File: src/rtl/carregador_programa_pkg.sv
// rtl/carregador_programa_pkg.sv - shared state encodings and UART frame constants for the program loader
package carregador_programa_pkg;

  localparam logic [3:0] OCIOSO  = 4'd0;
  localparam logic [3:0] CONT_H  = 4'd1;
  localparam logic [3:0] CONT_L  = 4'd2;
  localparam logic [3:0] DADO_H  = 4'd3;
  localparam logic [3:0] DADO_L  = 4'd4;
  localparam logic [3:0] ESCRITA = 4'd5;
  localparam logic [3:0] CHECK   = 4'd6;
  localparam logic [3:0] FIM     = 4'd7;
  localparam logic [3:0] ERRO    = 4'd8;

  localparam logic [1:0] RX_OCIOSO = 2'd0;
  localparam logic [1:0] RX_INICIO = 2'd1;
  localparam logic [1:0] RX_DADOS  = 2'd2;
  localparam logic [1:0] RX_PARADA = 2'd3;

  localparam int   UART_DATA_BITS  = 8;
  localparam logic UART_STOP_LEVEL = 1'b1;

  function automatic logic [15:0] junta_palavra(input logic [7:0] alto, input logic [7:0] baixo);
    return {alto, baixo};
  endfunction

endpackage

File: src/rtl/carregador_programa_if.sv
// rtl/carregador_programa_if.sv - serial input and instruction-memory write port of the program loader
interface carregador_programa_if;
  logic        rx;
  logic        mem_wr;
  logic [15:0] mem_in;
  logic [15:0] endereco_ext;
  logic        segura_proc;
  logic        pronto;
  logic        erro;

  modport master (
    input  rx,
    output mem_wr, mem_in, endereco_ext, segura_proc, pronto, erro
  );

  modport slave (
    output rx,
    input  mem_wr, mem_in, endereco_ext, segura_proc, pronto, erro
  );
endinterface

File: src/rtl/carregador_programa_receptor_uart.sv
// rtl/carregador_programa_receptor_uart.sv - 8N1 UART receiver with input synchronizer and glitch-rejecting start check
module receptor_uart
  import carregador_programa_pkg::*;
#(
  parameter int CLKS_PER_BIT = 16
) (
  input  logic       clock,
  input  logic       reset,
  input  logic       rx,
  output logic       byte_ok,
  output logic [7:0] dado,
  output logic       erro_quadro
);

  localparam int CW = $clog2(CLKS_PER_BIT);
  localparam logic [CW-1:0] FIM_BIT  = CW'(CLKS_PER_BIT - 1);
  localparam logic [CW-1:0] MEIO_BIT = CW'(CLKS_PER_BIT / 2 - 1);

  logic          r_sync1;
  logic          r_sync2;
  logic          r_prev;
  logic [1:0]    r_estado;
  logic [CW-1:0] r_cnt;
  logic [2:0]    r_nbit;
  logic [7:0]    r_shift;
  logic [7:0]    r_dado;
  logic          r_byte_ok;
  logic          r_erro_quadro;
  logic          w_rx;

  assign w_rx        = r_sync2;
  assign byte_ok     = r_byte_ok;
  assign dado        = r_dado;
  assign erro_quadro = r_erro_quadro;

  always_ff @(posedge clock or posedge reset) begin
    if (reset) begin
      r_sync1       <= 1'b1;
      r_sync2       <= 1'b1;
      r_prev        <= 1'b1;
      r_estado      <= RX_OCIOSO;
      r_cnt         <= '0;
      r_nbit        <= '0;
      r_shift       <= '0;
      r_dado        <= '0;
      r_byte_ok     <= 1'b0;
      r_erro_quadro <= 1'b0;
    end else begin
      r_sync1       <= rx;
      r_sync2       <= r_sync1;
      r_prev        <= r_sync2;
      r_byte_ok     <= 1'b0;
      r_erro_quadro <= 1'b0;
      case (r_estado)
        RX_OCIOSO: begin
          if (r_prev && !w_rx) begin
            r_estado <= RX_INICIO;
            r_cnt    <= '0;
          end
        end
        RX_INICIO: begin
          // a start bit that is high again at mid-bit was only a glitch
          if (r_cnt == MEIO_BIT) begin
            r_cnt  <= '0;
            r_nbit <= '0;
            r_estado <= w_rx ? RX_OCIOSO : RX_DADOS;
          end else begin
            r_cnt <= r_cnt + 1'b1;
          end
        end
        RX_DADOS: begin
          if (r_cnt == FIM_BIT) begin
            r_cnt   <= '0;
            r_shift <= {w_rx, r_shift[7:1]};
            if (r_nbit == 3'(UART_DATA_BITS - 1)) begin
              r_estado <= RX_PARADA;
            end else begin
              r_nbit <= r_nbit + 1'b1;
            end
          end else begin
            r_cnt <= r_cnt + 1'b1;
          end
        end
        default: begin
          if (r_cnt == FIM_BIT) begin
            r_cnt    <= '0;
            r_estado <= RX_OCIOSO;
            if (w_rx == UART_STOP_LEVEL) begin
              r_byte_ok <= 1'b1;
              r_dado    <= r_shift;
            end else begin
              r_erro_quadro <= 1'b1;
            end
          end else begin
            r_cnt <= r_cnt + 1'b1;
          end
        end
      endcase
    end
  end

endmodule

File: src/rtl/carregador_programa.sv
// rtl/carregador_programa.sv - UART program loader writing words into instruction memory; holds the CPU until done
// Optional trailing XOR checksum byte enabled by defining CARREGADOR_CHECKSUM_EN.
module carregador_programa
  import carregador_programa_pkg::*;
#(
  parameter int CLKS_PER_BIT = 16,
  parameter int ADDR_W       = 16
) (
  input  logic                  clock,
  input  logic                  reset,
  carregador_programa_if.master bus
);

`ifdef CARREGADOR_CHECKSUM_EN
  localparam logic [3:0] APOS_CARGA = CHECK;
`else
  localparam logic [3:0] APOS_CARGA = FIM;
`endif

  logic              w_byte_ok;
  logic [7:0]        w_dado;
  logic              w_erro_quadro;

  logic [3:0]        r_estado;
  logic [15:0]       r_n;
  logic [15:0]       r_cnt;
  logic [ADDR_W-1:0] r_addr;
  logic [7:0]        r_alto;
  logic              r_mem_wr;
  logic [15:0]       r_mem_in;
  logic [15:0]       r_endereco;
`ifdef CARREGADOR_CHECKSUM_EN
  logic [7:0]        r_xor;
`endif

  receptor_uart #(
    .CLKS_PER_BIT(CLKS_PER_BIT)
  ) u_rx (
    .clock       (clock),
    .reset       (reset),
    .rx          (bus.rx),
    .byte_ok     (w_byte_ok),
    .dado        (w_dado),
    .erro_quadro (w_erro_quadro)
  );

  assign bus.mem_wr       = r_mem_wr;
  assign bus.mem_in       = r_mem_in;
  assign bus.endereco_ext = r_endereco;
  assign bus.pronto       = (r_estado == FIM);
  assign bus.segura_proc  = (r_estado != FIM);
  assign bus.erro         = (r_estado == ERRO);

  always_ff @(posedge clock or posedge reset) begin
    if (reset) begin
      r_estado   <= OCIOSO;
      r_n        <= '0;
      r_cnt      <= '0;
      r_addr     <= '0;
      r_alto     <= '0;
      r_mem_wr   <= 1'b0;
      r_mem_in   <= '0;
      r_endereco <= '0;
`ifdef CARREGADOR_CHECKSUM_EN
      r_xor      <= '0;
`endif
    end else begin
      r_mem_wr <= 1'b0;
`ifdef CARREGADOR_CHECKSUM_EN
      if (w_byte_ok && r_estado != FIM && r_estado != ERRO && r_estado != CHECK) begin
        r_xor <= r_xor ^ w_dado;
      end
`endif
      // a completed load is final: line activity after FIM cannot turn it into an error
      if (w_erro_quadro && r_estado != FIM) begin
        r_estado <= ERRO;
      end else begin
        case (r_estado)
          OCIOSO: begin
            if (w_byte_ok) begin
              r_n[15:8] <= w_dado;
              r_estado  <= CONT_H;
            end
          end
          CONT_H: begin
            if (w_byte_ok) begin
              r_n[7:0] <= w_dado;
              r_estado <= ({r_n[15:8], w_dado} == 16'd0) ? APOS_CARGA : CONT_L;
            end
          end
          CONT_L: r_estado <= DADO_H;
          DADO_H: begin
            if (w_byte_ok) begin
              r_alto   <= w_dado;
              r_estado <= DADO_L;
            end
          end
          DADO_L: begin
            // outputs are registered here so the strobe lands one cycle after the low byte
            if (w_byte_ok) begin
              r_mem_wr   <= 1'b1;
              r_mem_in   <= junta_palavra(r_alto, w_dado);
              r_endereco <= 16'(r_addr);
              r_estado   <= ESCRITA;
            end
          end
          ESCRITA: begin
            r_addr   <= r_addr + 1'b1;
            r_cnt    <= r_cnt + 16'd1;
            r_estado <= (16'(r_cnt + 16'd1) == r_n) ? APOS_CARGA : DADO_H;
          end
`ifdef CARREGADOR_CHECKSUM_EN
          CHECK: begin
            if (w_byte_ok) begin
              r_estado <= (w_dado == r_xor) ? FIM : ERRO;
            end
          end
`endif
          FIM:     r_estado <= FIM;
          ERRO:    r_estado <= ERRO;
          default: r_estado <= ERRO;
        endcase
      end
    end
  end

endmodule

File: src/flat_wrapper.sv
// flat-port wrapper written by rule: the top's interface ports become plain ports
module carregador_programa_flat import carregador_programa_pkg::*;
#(
  parameter int CLKS_PER_BIT = 16,
  parameter int ADDR_W       = 16
)
  (clock, reset, bus_rx, bus_mem_wr, bus_mem_in, bus_endereco_ext, bus_segura_proc, bus_pronto, bus_erro);
  carregador_programa_if bus_i ();
  input  logic clock;
  input  logic reset;
  input wire logic [$bits(bus_i.rx)-1:0] bus_rx;
  output wire logic [$bits(bus_i.mem_wr)-1:0] bus_mem_wr;
  output wire logic [$bits(bus_i.mem_in)-1:0] bus_mem_in;
  output wire logic [$bits(bus_i.endereco_ext)-1:0] bus_endereco_ext;
  output wire logic [$bits(bus_i.segura_proc)-1:0] bus_segura_proc;
  output wire logic [$bits(bus_i.pronto)-1:0] bus_pronto;
  output wire logic [$bits(bus_i.erro)-1:0] bus_erro;
  assign bus_i.rx = bus_rx;
  assign bus_mem_wr = bus_i.mem_wr;
  assign bus_mem_in = bus_i.mem_in;
  assign bus_endereco_ext = bus_i.endereco_ext;
  assign bus_segura_proc = bus_i.segura_proc;
  assign bus_pronto = bus_i.pronto;
  assign bus_erro = bus_i.erro;
  carregador_programa #(.CLKS_PER_BIT(CLKS_PER_BIT), .ADDR_W(ADDR_W)) u_core (.clock(clock), .reset(reset), .bus(bus_i));
endmodule
File: config.mk
export PLATFORM = sky130hd
export DESIGN_NAME = carregador_programa_flat
export DESIGN_NICKNAME = d
export VERILOG_FILES = /design/src/rtl/carregador_programa_pkg.sv /design/src/rtl/carregador_programa_if.sv /design/src/rtl/carregador_programa_receptor_uart.sv /design/src/rtl/carregador_programa.sv /design/src/flat_wrapper.sv
export SDC_FILE = /design/constraint.sdc
export NUM_CORES = 1
export LEC_CHECK = 0
export ABC_CLOCK_PERIOD_IN_PS = 6000
export CORE_ASPECT_RATIO = 0.8
export CORE_MARGIN = 2
export CORE_UTILIZATION = 59
export DETAILED_ROUTE_END_ITERATION = 16
export HOLD_SLACK_MARGIN = 0.15
export PLACE_DENSITY = 0.77
export RECOVER_POWER = 25
export SETUP_SLACK_MARGIN = 0.1
export SYNTH_ARGS = -nofsm -noshare
export SYNTH_HDL_FRONTEND = slang
export SYNTH_SLANG_ARGS = --single-unit
File: constraint.sdc
create_clock -name clock -period 6 [get_ports clock]
set_input_delay 1.5 -clock clock [delete_from_list [all_inputs] [get_ports clock]]
set_output_delay 1.5 -clock clock [all_outputs]
set_load 0.02 [all_outputs]
==> reports/summary.txt, run 1 <==
Status: finished, violations left
Failing checks: max-capacitance violations, max-slew violations
DP HPWL: 7860 um
Post-route setup TNS: 0 ns
Yosys cell types: 59
Finished Layout Cells: 666
Setup bufs post-CTS: 0
Ant diodes: 0
Reg-to-reg endpoint: u_core.r_addr[15]$_DFFE_PP0P_
RSZ-0062 raised after global routing: false
Final setup fails: 0
Worst Reg-to-Reg Cells: 6
Die area: 10600 um2
Mapped Cells: 498
Yosys warning total: 0
CP top delay family: simple AND/OR/NAND/NOR gates
CTS tree: built
Cell-internal power: 1.61 mW
Num CTS Buffers: 17
Htree depth: 4
Clock skew: 0.0116 ns
Gr usage total: 24.8%
Final nets: 543
Synth area leaders: dfrtp_1 52%, mux2_2 13%, nand2_1 4.4%
Area growth from synthesis to final layout: 17.1%
CP Cell Sequence: nand2b_1 -> nor3_1 -> nand3_1 -> nor3_1 -> nand3_1 -> xnor2_1
Clock-pin slew of the registers on the worst-case setup and hold paths: 0.05 ns
Post-synthesis simple-gate area fraction: 16.2%
Net Count, Synth: 506
Rel. slew slack: -42.3%
Crit Path Category: flip-flop to flip-flop
Sequential Power Share: 44.2%
1st-iter DRT viols: 287
Post-synthesis mux area share: 12.9%
Vias: 3987
Synth Area in Compound Gates: 6.40%
Crit. End Element: flip-flop
Initial antenna violation count: 0
I/O Buffers: 38
Sink Count: 123
Clock share of power: 43.6%
Latest clock arrival within the worst-skew pair: 0.41 ns
Slew @ Worst Pin: 2.12 ns
Sequential share of the synthesized area: 53.6%
Lkg Pwr: 3.20 nW
Avg Inst Size Synth: 11.5 um2
Wirelength, routed: 12000 um
Die Y: 92.3 um
Worst EP arrival: 4.14 ns
CP Max Fanout: 18
Number of routed nets with antenna violations: 0
Final hold vios: 0
Rows: 32
Tot Pwr: 2.22 mW
Largest family of logic cells by synthesized area: simple AND/OR/NAND/NOR gates
Top_reg_cell synth: dfrtp_1
CP Launch Point: u_core.r_estado[2]$_DFFE_PP0P_
Synth Area in Adders: 1.09%
Placed cells: 635
Max Slew Vio Count: 68
Peak VDD IR: 0.250 mV
Reg2reg setup slack: 2.15 ns
Final Cycle Share: 64.1%
Vias in the first global route: 4015
Yosys reg bits: 123
Crit Reg-Reg Startpoint: u_core.r_estado[2]$_DFFE_PP0P_
Buf/Inv on CP: 0
Root Buffer: clkbuf_16
Path type of the worst min-delay path: flip-flop to flip-flop
Post-synth EDFFs: 0
Post_cts resized: 0
Bufs on Longest Clock Path: 2
CTS hold repair buffers: 0
Largest stage delay on the critical path: 1.64 ns
CP max-delay cell: nor3_1
Sw frac: 27.3%
Fmax: 0.260 GHz
Num ports: 39
Synthesized area: 5750 um2
Critical Path End: u_core.r_addr[15]$_DFFE_PP0P_
Residual DRC count: 0
Req. time, crit path: 6.29 ns
Global-route wire length before repair: 20100 um
Die X: 114 um
Startpoint types: flip-flop
NetSw: 605 uW
PD cells: 330 nW/um2
Pin count of the biggest net entering global routing: 49
Vias per inst: 5.99
Leading area contributor after synthesis: dfrtp_1
Fin crit period: 3.85 ns
Core area: 9570 um2
Grt ovf: 0
Share of cells above drive strength 1: 20.1%
Max cap viols: 2
Routability cong.: 0.876
Wire length per cell: 18.1 um
Critical Path Stages: 6
Total iterations of the first detailed-routing run: 5
Initial Util: 60.1%
Combinational cell fraction of total power: 12.2%
Post-synth ARST share: 100%
Share of the synthesized area in the top cell type: 52.2%
XOR/XNOR Fraction of Synth Area: 7.16%
==> how the worst min path moves through the flow <==
stage	startpoint	endpoint	cells after the start
finish	u_core.u_rx.r_sync1$_DFF_PP1_	u_core.u_rx.r_sync2$_DFF_PP1_	0
global route	u_core.u_rx.r_sync1$_DFF_PP1_	u_core.u_rx.r_sync2$_DFF_PP1_	0
CTS	u_core.u_rx.r_sync1$_DFF_PP1_	u_core.u_rx.r_sync2$_DFF_PP1_	0
detailed placement	u_core.u_rx.r_sync1$_DFF_PP1_	u_core.u_rx.r_sync2$_DFF_PP1_	0
global placement	u_core.u_rx.r_sync1$_DFF_PP1_	u_core.u_rx.r_sync2$_DFF_PP1_	0
floorplan	u_core.u_rx.r_sync1$_DFF_PP1_	u_core.u_rx.r_sync2$_DFF_PP1_	0
==> area by class of cell <==
cell class | count | area [um2]
tap | 119 | 149
clock buffer | 20 | 437
sequential | 123 | 3080
multi-input combinational | 343 | 2500
fill | 672 | 2840
clock inverter | 11 | 123
timing repair buffer | 41 | 403
inverter | 9 | 35.0
==> logic make-up (layout without fill, tap and decap cells) <==
family          Yosys count  count (layout)
compound gates           53              53
fa+ha+maj                 5               5
simple gates            172             172
buf+inv                  32              81
mux                      66              66
flops                   123             123
xor+xnor                 47              47
==> registers in the layout, indices dropped and copies added (netlist names) <==
name	count
u_core.r_alto	8
u_core.u_rx.erro_quadro	1
u_core.bus.mem_wr	1
u_core.u_rx.r_estado	2
u_core.u_rx.r_sync2	1
u_core.r_n	16
u_core.u_rx.r_prev	1
u_core.bus.endereco_ext	16
u_core.u_rx.r_cnt	4
u_core.u_rx.r_shift	8
u_core.r_cnt	16
u_core.r_estado	4
u_core.r_addr	16
u_core.bus.mem_in	16
u_core.u_rx.dado	8
u_core.u_rx.r_nbit	3
u_core.u_rx.byte_ok	1
u_core.u_rx.r_sync1	1
==> layout by cell type (no fill, tap or decap), types with 4 or more instances in the layout <==
| cell | n |
|---|---|
| a21oi_1 | 7 |
| a31oi_1 | 4 |
| and3_1 | 6 |
| clkbuf_16 | 17 |
| clkdlybuf4s50_1 | 36 |
| clkinv_2 | 4 |
| dfrtp_1 | 120 |
| ha_1 | 5 |
| inv_1 | 8 |
| mux2_2 | 64 |
| nand2_1 | 68 |
| nand2b_1 | 4 |
| nand3_1 | 17 |
| nand4_1 | 10 |
| nor2_1 | 19 |
| nor3_1 | 8 |
| nor3b_1 | 7 |
| nor4_1 | 7 |
| o21ai_0 | 12 |
| xnor2_1 | 29 |
| xor2_1 | 18 |
==> cell usage after synthesis (3+ instances only) <==
master and count:
nand3_1 17, nor2b_1 3, or2_2 3, nor3_1 7, and2_1 4, and3_1 6, ha_1 5, nor4_1 7
a21oi_1 7, dfstp_2 3, inv_1 9, buf_2 4, a41oi_1 3, clkbuf_1 15, dfrtp_1 120, nand2_1 68
a31oi_1 4, o21ai_0 12, xor2_1 18, nor2_1 19, mux2_2 64, o21a_1 3, a22o_1 3, nand4_1 10
nor3b_1 7, xnor2_1 29, nand2b_1 4
==> layer usage <==
| metal | vias to the layer above | part of all wire (%) | global-route usage [%] |
|---|---|---|---|
| met5 | - | 0 | 0 |
| met1 | 1996 | 45 | 33.5 |
| met3 | 17 | 5.9 | 7.01 |
| met2 | 141 | 48 | 38.3 |
| li1 | 1833 | - | - |
| met4 | 0 | 1.4 | 8.94 |
==> power groups by stage <==
stage	logic, mW	registers [mW]	clock network [mW]
after global routing	0.299	0.992	1.02
final	0.270	0.980	0.968
after CTS	0.274	0.977	0.981
after floorplan	0.248	0.935	0
after global placement	0.253	0.979	0
after detailed placement	0.268	0.989	0
==> through the flow <==
step | instance area, um2 | util [%] | setup WS [ns] | hold slack (ns)
2_1_floorplan | 5750 | - | 1.23 | 0.345
3_3_place_gp | 6180 | 64.6 | 2.86 | 0.348
3_5_place_dp | 6180 | 64.6 | 2.81 | 0.356
4_1_cts | 6740 | 70.5 | 2.36 | 0.364
5_1_grt | 6730 | 70.3 | 1.83 | 0.372
6_report | 6730 | 70.3 | 2.15 | 0.367
(Power assumes the default switching activity.)
==> inputs of run 2 (changes only) <==
--- a/config.mk
+++ b/config.mk
@@ -5,13 +5,13 @@
 export SDC_FILE = /design/constraint.sdc
 export NUM_CORES = 1
 export LEC_CHECK = 0
-export ABC_CLOCK_PERIOD_IN_PS = 6000
+export ABC_CLOCK_PERIOD_IN_PS = 3100
 export CORE_ASPECT_RATIO = 0.8
 export CORE_MARGIN = 2
-export CORE_UTILIZATION = 59
+export CORE_UTILIZATION = 53
 export DETAILED_ROUTE_END_ITERATION = 16
 export HOLD_SLACK_MARGIN = 0.15
-export PLACE_DENSITY = 0.77
+export PLACE_DENSITY = 0.73
 export RECOVER_POWER = 25
 export SETUP_SLACK_MARGIN = 0.1
 export SYNTH_ARGS = -nofsm -noshare
==> constraint.sdc (replaced) <==
create_clock -name clock -period 3.1 [get_ports clock]
set_input_delay 0.775 -clock clock [delete_from_list [all_inputs] [get_ports clock]]
set_output_delay 0.775 -clock clock [all_outputs]
set_load 0.02 [all_outputs]
==> run 2 against run 1 <==
The run now ends clean; global-route usage fell by 2.4 points; first-iteration DRC count rose by 25%; sequential power rose by 92%; final cell count rose by 3.5%; setup slack got worse by 1.8 ns; count of clock-buffer cells in the layout rose by 2; critical endpoint is now bus_pronto; register-to-register slack got worse by 1.4 ns; die area rose by 11%; flip-flop and latch count did not move; final area rose by 1.5%; critical path depth fell by 2; routed wire length fell by 0.77%.
==> reports/summary.txt, run 2 (same netlist as run 1, synthesis figures left out) <==
Worst Reg-to-Reg Cells: 6 (unchanged)
Req. time, crit path: 2.32 ns (-3.97 ns)
Multi-input logic area: 2500 um2 (unchanged)
Global-route wire length before repair: 20300 um (+1.0%)
Wire length per cell: 17.3 um (-4.1%)
Final setup fails: 0 (unchanged)
Die Y: 97.1 um (+5.3%)
Register area: 3080 um2 (about the same)
Final hold vios: 0 (unchanged)
Buf/Inv on CP: 2 (+2)
Vias per inst: 5.67 (-5.3%)
Final Cycle Share: 89.7%
Root Buffer: clkbuf_16
Startpoint of the lowest-slack hold path: u_core.u_rx.r_sync1$_DFF_PP1_
Largest stage delay on the critical path: 0.59 ns (-1.05 ns)
Total iterations of the first detailed-routing run: 6 (+1)
Routability cong.: 0.820 (-6.4%)
Most frequent cells in the layout: 119 x dfrtp_1, 68 x nand2_1, 64 x mux2_2
Residual DRC count: 0 (unchanged)
Tot Pwr: 4.51 mW (+100%)
Lkg Pwr: 3.22 nW (+0.73%)
Final nets: 544 (+0.18%)
Startpoint types: flip-flop
Die X: 120 um (+5.3%)
Bufs on Longest Clock Path: 2 (unchanged)
Grt ovf: 0 (unchanged)
Reg2reg setup slack: 0.74 ns (-1.41 ns)
Rows: 33 (+3.1%)
Crit Reg-Reg Startpoint: u_core.r_estado[1]$_DFFE_PP0P_
Latest clock arrival within the worst-skew pair: 0.42 ns (about the same)
CP top delay family: buffers and inverters
Vias in the first global route: 4017 (+0.050%)
Peak VDD IR: 0.559 mV (+120%)
Die area: 11700 um2 (+11%)
Initial antenna violation count: 0 (unchanged)
1st-iter DRT viols: 360 (+25%)
Status: finished clean
Clock skew: 0.0122 ns (+0.000547 ns)
Crit. End Element: primary output
Htree depth: 4 (unchanged)
Pin count of the biggest net entering global routing: 72 (+47%)
DP HPWL: 7800 um (-0.78%)
CP max-delay cell: clkdlybuf4s50_1
Area growth from synthesis to final layout: 18.9%
Min-Delay Path Depth: 0 (unchanged)
Num CTS Buffers: 17 (unchanged)
Num ports: 39 (unchanged)
Worst EP arrival: 2.01 ns (-2.13 ns)
CTS tree: built
Rel. slew slack: 34.8% (+77 points)
Sink Count: 123 (unchanged)
I/O Buffers: 38 (unchanged)
Slew @ Worst Pin: 0.972 ns (-1.15 ns)
Path type of the worst min-delay path: flip-flop to flip-flop
CP Max Fanout: 7 (-11)
Share of cells above drive strength 1: 20.4% (+0.29 points)
Max Slew Vio Count: 0 (-100%)
Post-route setup TNS: 0 ns (unchanged)
Wirelength, routed: 11900 um (-0.77%)
Fmax: 0.359 GHz
Number of routed nets with antenna violations: 0 (unchanged)
PD cells: 660 nW/um2 (+100%)
Clock-pin slew of the registers on the worst-case setup and hold paths: 0.06 ns (about the same)
Reg-to-reg endpoint: u_core.r_cnt[13]$_DFFE_PP0P_
Crit Path Category: flip-flop to primary output
Fillers: 811 (+21%)
CP Cell Sequence: nand2b_1 -> or2_2 -> inv_1 -> clkdlybuf4s50_1
Hold EP: u_core.u_rx.r_sync2$_DFF_PP1_
Ant diodes: 0 (unchanged)
RSZ-0062 raised after global routing: false
Vias: 3905 (-2.1%)
Max cap viols: 0 (-2)
Core area: 10400 um2 (+8.7%)
Commonest non-fill, non-tap cell in the layout: dfrtp_1
Fin crit period: 2.78 ns
Gr usage total: 22.4% (-2.4 points)
Initial Util: 55.2% (-4.8 points)
## run 2: changes by cell type in the layout (fill, tap and decap cells not counted), moves of 2 or more
| cell | change |
|---|---|
| clkinv_4 | -2 |
| clkinv_2 | -3 |
| clkinvlp_4 | +2 |
| bufinv_16 | +2 |
| clkbuf_8 | +2 |
## run 2: worst max-delay path by stage
stage,startpoint,to,slack (ns),cells past startpoint
after floorplan,reset,u_core.bus.endereco_ext[0]$_DFFE_PP0P_,0.82,1
after CTS,u_core.r_estado[2]$_DFFE_PP0P_,bus_pronto,0.18,4
after global placement,u_core.r_estado[2]$_DFFE_PP0P_,bus_pronto,0.67,4
final,u_core.r_estado[3]$_DFFE_PP0P_,bus_pronto,0.32,4
after detailed placement,u_core.r_estado[2]$_DFFE_PP0P_,bus_pronto,0.65,4
after global routing,u_core.r_estado[0]$_DFFE_PP0P_,bus_pronto,0.22,4
## run 2: layout make-up
type                       instances  area share (%)
clock buffer                      22            6.79
clock inverter                    10            2.42
inverter                           9           0.513
multi-input combinational        343            36.6
sequential                       123            45.1
tap                              140            2.56
timing repair buffer              42            5.95
## run 2: power by group
group	internal [mW]	leakage (nW)	total [mW]	switching, mW
registers	1.71	1.68	1.88	0.178
clock network	1.39	0.297	2.11	0.722
logic	0.239	1.24	0.511	0.272
## run 2: metrics by stage
stage	hold WS, ns	cell area, um2	util, %	cells	setup WS, ns
3_5_place_dp	0.348	6230	59.9	657	0.647
6_report	0.362	6830	65.7	689	0.318
4_1_cts	0.357	6860	65.9	689	0.181
2_1_floorplan	0.345	5750	-	498	0.816
5_1_grt	0.369	6830	65.7	689	0.219
3_3_place_gp	0.346	6230	59.9	657	0.674
## run 2: per-layer routing
metal  wire length, um  up-vias  share of wire (%)  global-route usage (%)
li1                  -     1838                  -                       -
met5                 0        -                  0                       0
met1              5750     1955                 48                    31.1
met4               180        0                1.5                    7.60
met2              5570       91                 47                    34.1
met3               449       21                3.8                    6.10
## run 2: timing repair
item,CTS,global route
endpoints found under the setup margin,0,1
setup buffers,0,0
gates resized for setup,0,1
hold buffers,0,0
==> inputs of run 3 (changes only) <==
--- a/config.mk
+++ b/config.mk
@@ -11,6 +11,7 @@
 export CORE_UTILIZATION = 53
 export DETAILED_ROUTE_END_ITERATION = 16
 export HOLD_SLACK_MARGIN = 0.15
+export MAX_ROUTING_LAYER = met4
 export PLACE_DENSITY = 0.73
 export RECOVER_POWER = 25
 export SETUP_SLACK_MARGIN = 0.1
==> run 3 against run 2 <==
Via count grew 0.90%; combinational power is 1% lower; global-route usage barely moved; count of clock-buffer cells in the layout fell by 3; sequential share of layout area up 0.32 points; critical path type unchanged.
==> reports/summary.txt, run 3 (same netlist as run 1, synthesis figures left out) <==
Status: finished clean
Sw frac: 27.6% (+1.6 points)
Slew @ Worst Pin: 1.43 ns (+0.457 ns)
Die area: 11700 um2 (unchanged)
Max Slew Vio Count: 0 (unchanged)
Crit Reg-Reg Startpoint: u_core.r_estado[1]$_DFFE_PP0P_
Pin count of the biggest net entering global routing: 40 (-44%)
Most frequent cells in the layout: 119 x dfrtp_1, 68 x nand2_1, 64 x mux2_2
Initial Util: 55.2% (unchanged)
Core area: 10400 um2 (unchanged)
CP max-delay cell: clkdlybuf4s50_1
Sink Count: 123 (unchanged)
Area growth from synthesis to final layout: 18.0%
Gr usage total: 22.4% (about the same)
Num CTS Buffers: 17 (unchanged)
Wire length per cell: 16.9 um (-2.3%)
Final setup fails: 0 (unchanged)
Fin crit period: 2.79 ns (+0.00762 ns)
Setup bufs post-CTS: 0 (unchanged)
Max cap viols: 0 (unchanged)
PD cells: 626 nW/um2 (-5.2%)
Reg-to-reg endpoint: u_core.r_cnt[13]$_DFFE_PP0P_
Routability cong.: 0.880 (+7.3%)
Wirelength, routed: 11700 um (-2.1%)
Global-route wire length before repair: 20100 um (-0.65%)
Top sig layer: met4
I/O Buffers: 38 (unchanged)
Req. time, crit path: 2.32 ns (about the same)
Number of routed nets with antenna violations: 0 (unchanged)
Residual DRC count: 0 (unchanged)
Min-Delay Path Depth: 0 (unchanged)
Num ports: 39 (unchanged)
Crit. End Element: primary output
NetSw: 1.17 mW (about the same)
Path type of the worst min-delay path: flip-flop to flip-flop
Die Y: 97.1 um (unchanged)
Die X: 120 um (unchanged)
Final nets: 546 (+0.37%)
Clock skew: 0.0118 ns (-0.000333 ns)
Commonest non-fill, non-tap cell in the layout: dfrtp_1
Lkg Pwr: 3.21 nW (-0.40%)
Root Buffer: clkbuf_16
Worst EP arrival: 2.01 ns (about the same)
CTS hold repair buffers: 0 (unchanged)
Initial antenna violation count: 0 (unchanged)
Clock share of power: 43.7% (-3.2 points)
Sequential Power Share: 44.4% (+2.6 points)
Multi-input logic area: 2500 um2 (unchanged)
Fillers: 792 (-2.3%)
Startpoint types: flip-flop
Rel. slew slack: 4.23% (-31 points)
Final core utilization: 65.2% (-0.46 points)
Register area: 3080 um2 (unchanged)
CP Cell Sequence: nand2b_1 -> or2_2 -> inv_1 -> clkdlybuf4s50_1
Worst Reg-to-Reg Cells: 6 (unchanged)
Hold EP: u_core.u_rx.r_sync2$_DFF_PP1_
Largest stage delay on the critical path: 0.60 ns (about the same)
Fmax: 0.358 GHz (-0.27%)
Met2 WL: 5460 um (-2.0%)
CTS tree: built
Rows: 33 (unchanged)
Total iterations of the first detailed-routing run: 5 (-1)
Final hold vios: 0 (unchanged)
Vias per inst: 5.70 (+0.60%)
Post-route setup TNS: 0 ns (unchanged)
DP HPWL: 7900 um (+1.2%)
Startpoint of the lowest-slack hold path: u_core.u_rx.r_sync1$_DFF_PP1_
Combinational cell fraction of total power: 11.9% (+0.6 points)
Share of cells above drive strength 1: 20.9% (+0.47 points)
Clock-pin slew of the registers on the worst-case setup and hold paths: 0.05 ns (about the same)
Reg2reg setup slack: 0.79 ns (+0.05 ns)
Ant diodes: 0 (unchanged)
CP Max Fanout: 7 (unchanged)
Bufs on Longest Clock Path: 2 (unchanged)
Tot Pwr: 4.24 mW (-5.8%)
Routed met1 length: 5630 um (-2.0%)
RSZ-0062 raised after global routing: false
Vias: 3940 (+0.90%)
Peak VDD IR: 0.383 mV (-31%)
Latest clock arrival within the worst-skew pair: 0.41 ns (about the same)
1st-iter DRT viols: 307 (-15%)
Grt ovf: 0 (unchanged)
Vias in the first global route: 3953 (-1.6%)
Cell-internal power: 3.07 mW (-7.8%)
Met3 WL: 466 um (+3.8%)
Post_cts resized: 0 (unchanged)
Crit Path Category: flip-flop to primary output
Htree depth: 4 (unchanged)
Final Cycle Share: 90.0% (+0.25 points)
[run 3: cell count changes in the layout (fill, tap and decap cells not counted)]
cell | previous run | this run
clkinv_4 | 1 | 3
clkbuf_8 | 2 | 1
clkbuf_1 | 4 | 3
bufinv_16 | 4 | 1
clkbuf_4 | 1 | 0
clkinvlp_4 | 3 | 2
clkinv_2 | 1 | 4
buf_12 | 0 | 1
inv_6 | 1 | 3
clkbuf_2 | 0 | 1
[run 3: how the worst max path moves through the flow]
stage | from | end | slack (ns) | depth (start not counted)
4_1_cts | u_core.r_estado[2]$_DFFE_PP0P_ | bus_pronto | 0.19 | 4
5_1_grt | reset | u_core.r_addr[5]$_DFFE_PP0P_ | 0.18 | 3
6_report | u_core.r_estado[3]$_DFFE_PP0P_ | bus_pronto | 0.31 | 4
2_1_floorplan | reset | u_core.bus.endereco_ext[0]$_DFFE_PP0P_ | 0.82 | 1
3_5_place_dp | u_core.r_estado[2]$_DFFE_PP0P_ | bus_pronto | 0.63 | 4
3_3_place_gp | u_core.r_estado[2]$_DFFE_PP0P_ | bus_pronto | 0.68 | 4
[run 3: final cells by class]
class,count,share of cell area [%]
multi-input cells,343,36.9
clock buffers,19,6.53
inverters,9,0.516
repair buffers,44,6.31
well taps,140,2.58
flip-flops and latches,123,45.4
clock inverters,13,1.73
[run 3: metal layers]
layer	vias to the layer above	track usage [%]
met5	-	-
met4	0	6.98
met3	16	4.40
met2	101	32.4
met1	1979	32.1
li1	1844	-
[run 3: stage by stage]
step	hold WS, ns	setup slack [ns]	cells	instance area, um2
6_report	0.364	0.310	691	6780
3_3_place_gp	0.346	0.675	659	6260
2_1_floorplan	0.345	0.816	498	5750
5_1_grt	0.365	0.181	691	6780
3_5_place_dp	0.352	0.632	659	6260
4_1_cts	0.360	0.185	691	6820
[run 3: power groups by stage]
stage / Clock (mW) / Sequential (mW) / Combinational (mW)
global placement: 0 / 1.90 / 0.500
CTS: 1.89 / 1.88 / 0.520
floorplan: 0 / 1.81 / 0.480
global route: 1.97 / 1.91 / 0.576
detailed placement: 0 / 1.91 / 0.515
finish: 1.85 / 1.88 / 0.506
[run 3: worst max-delay path, delay by kind of cell, from the launching register on]
family | cells | cell delay [ns]
buffers and inverters | 2 | 0.66
and+or+nand+nor | 2 | 0.53
DFF | 1 | 0.44
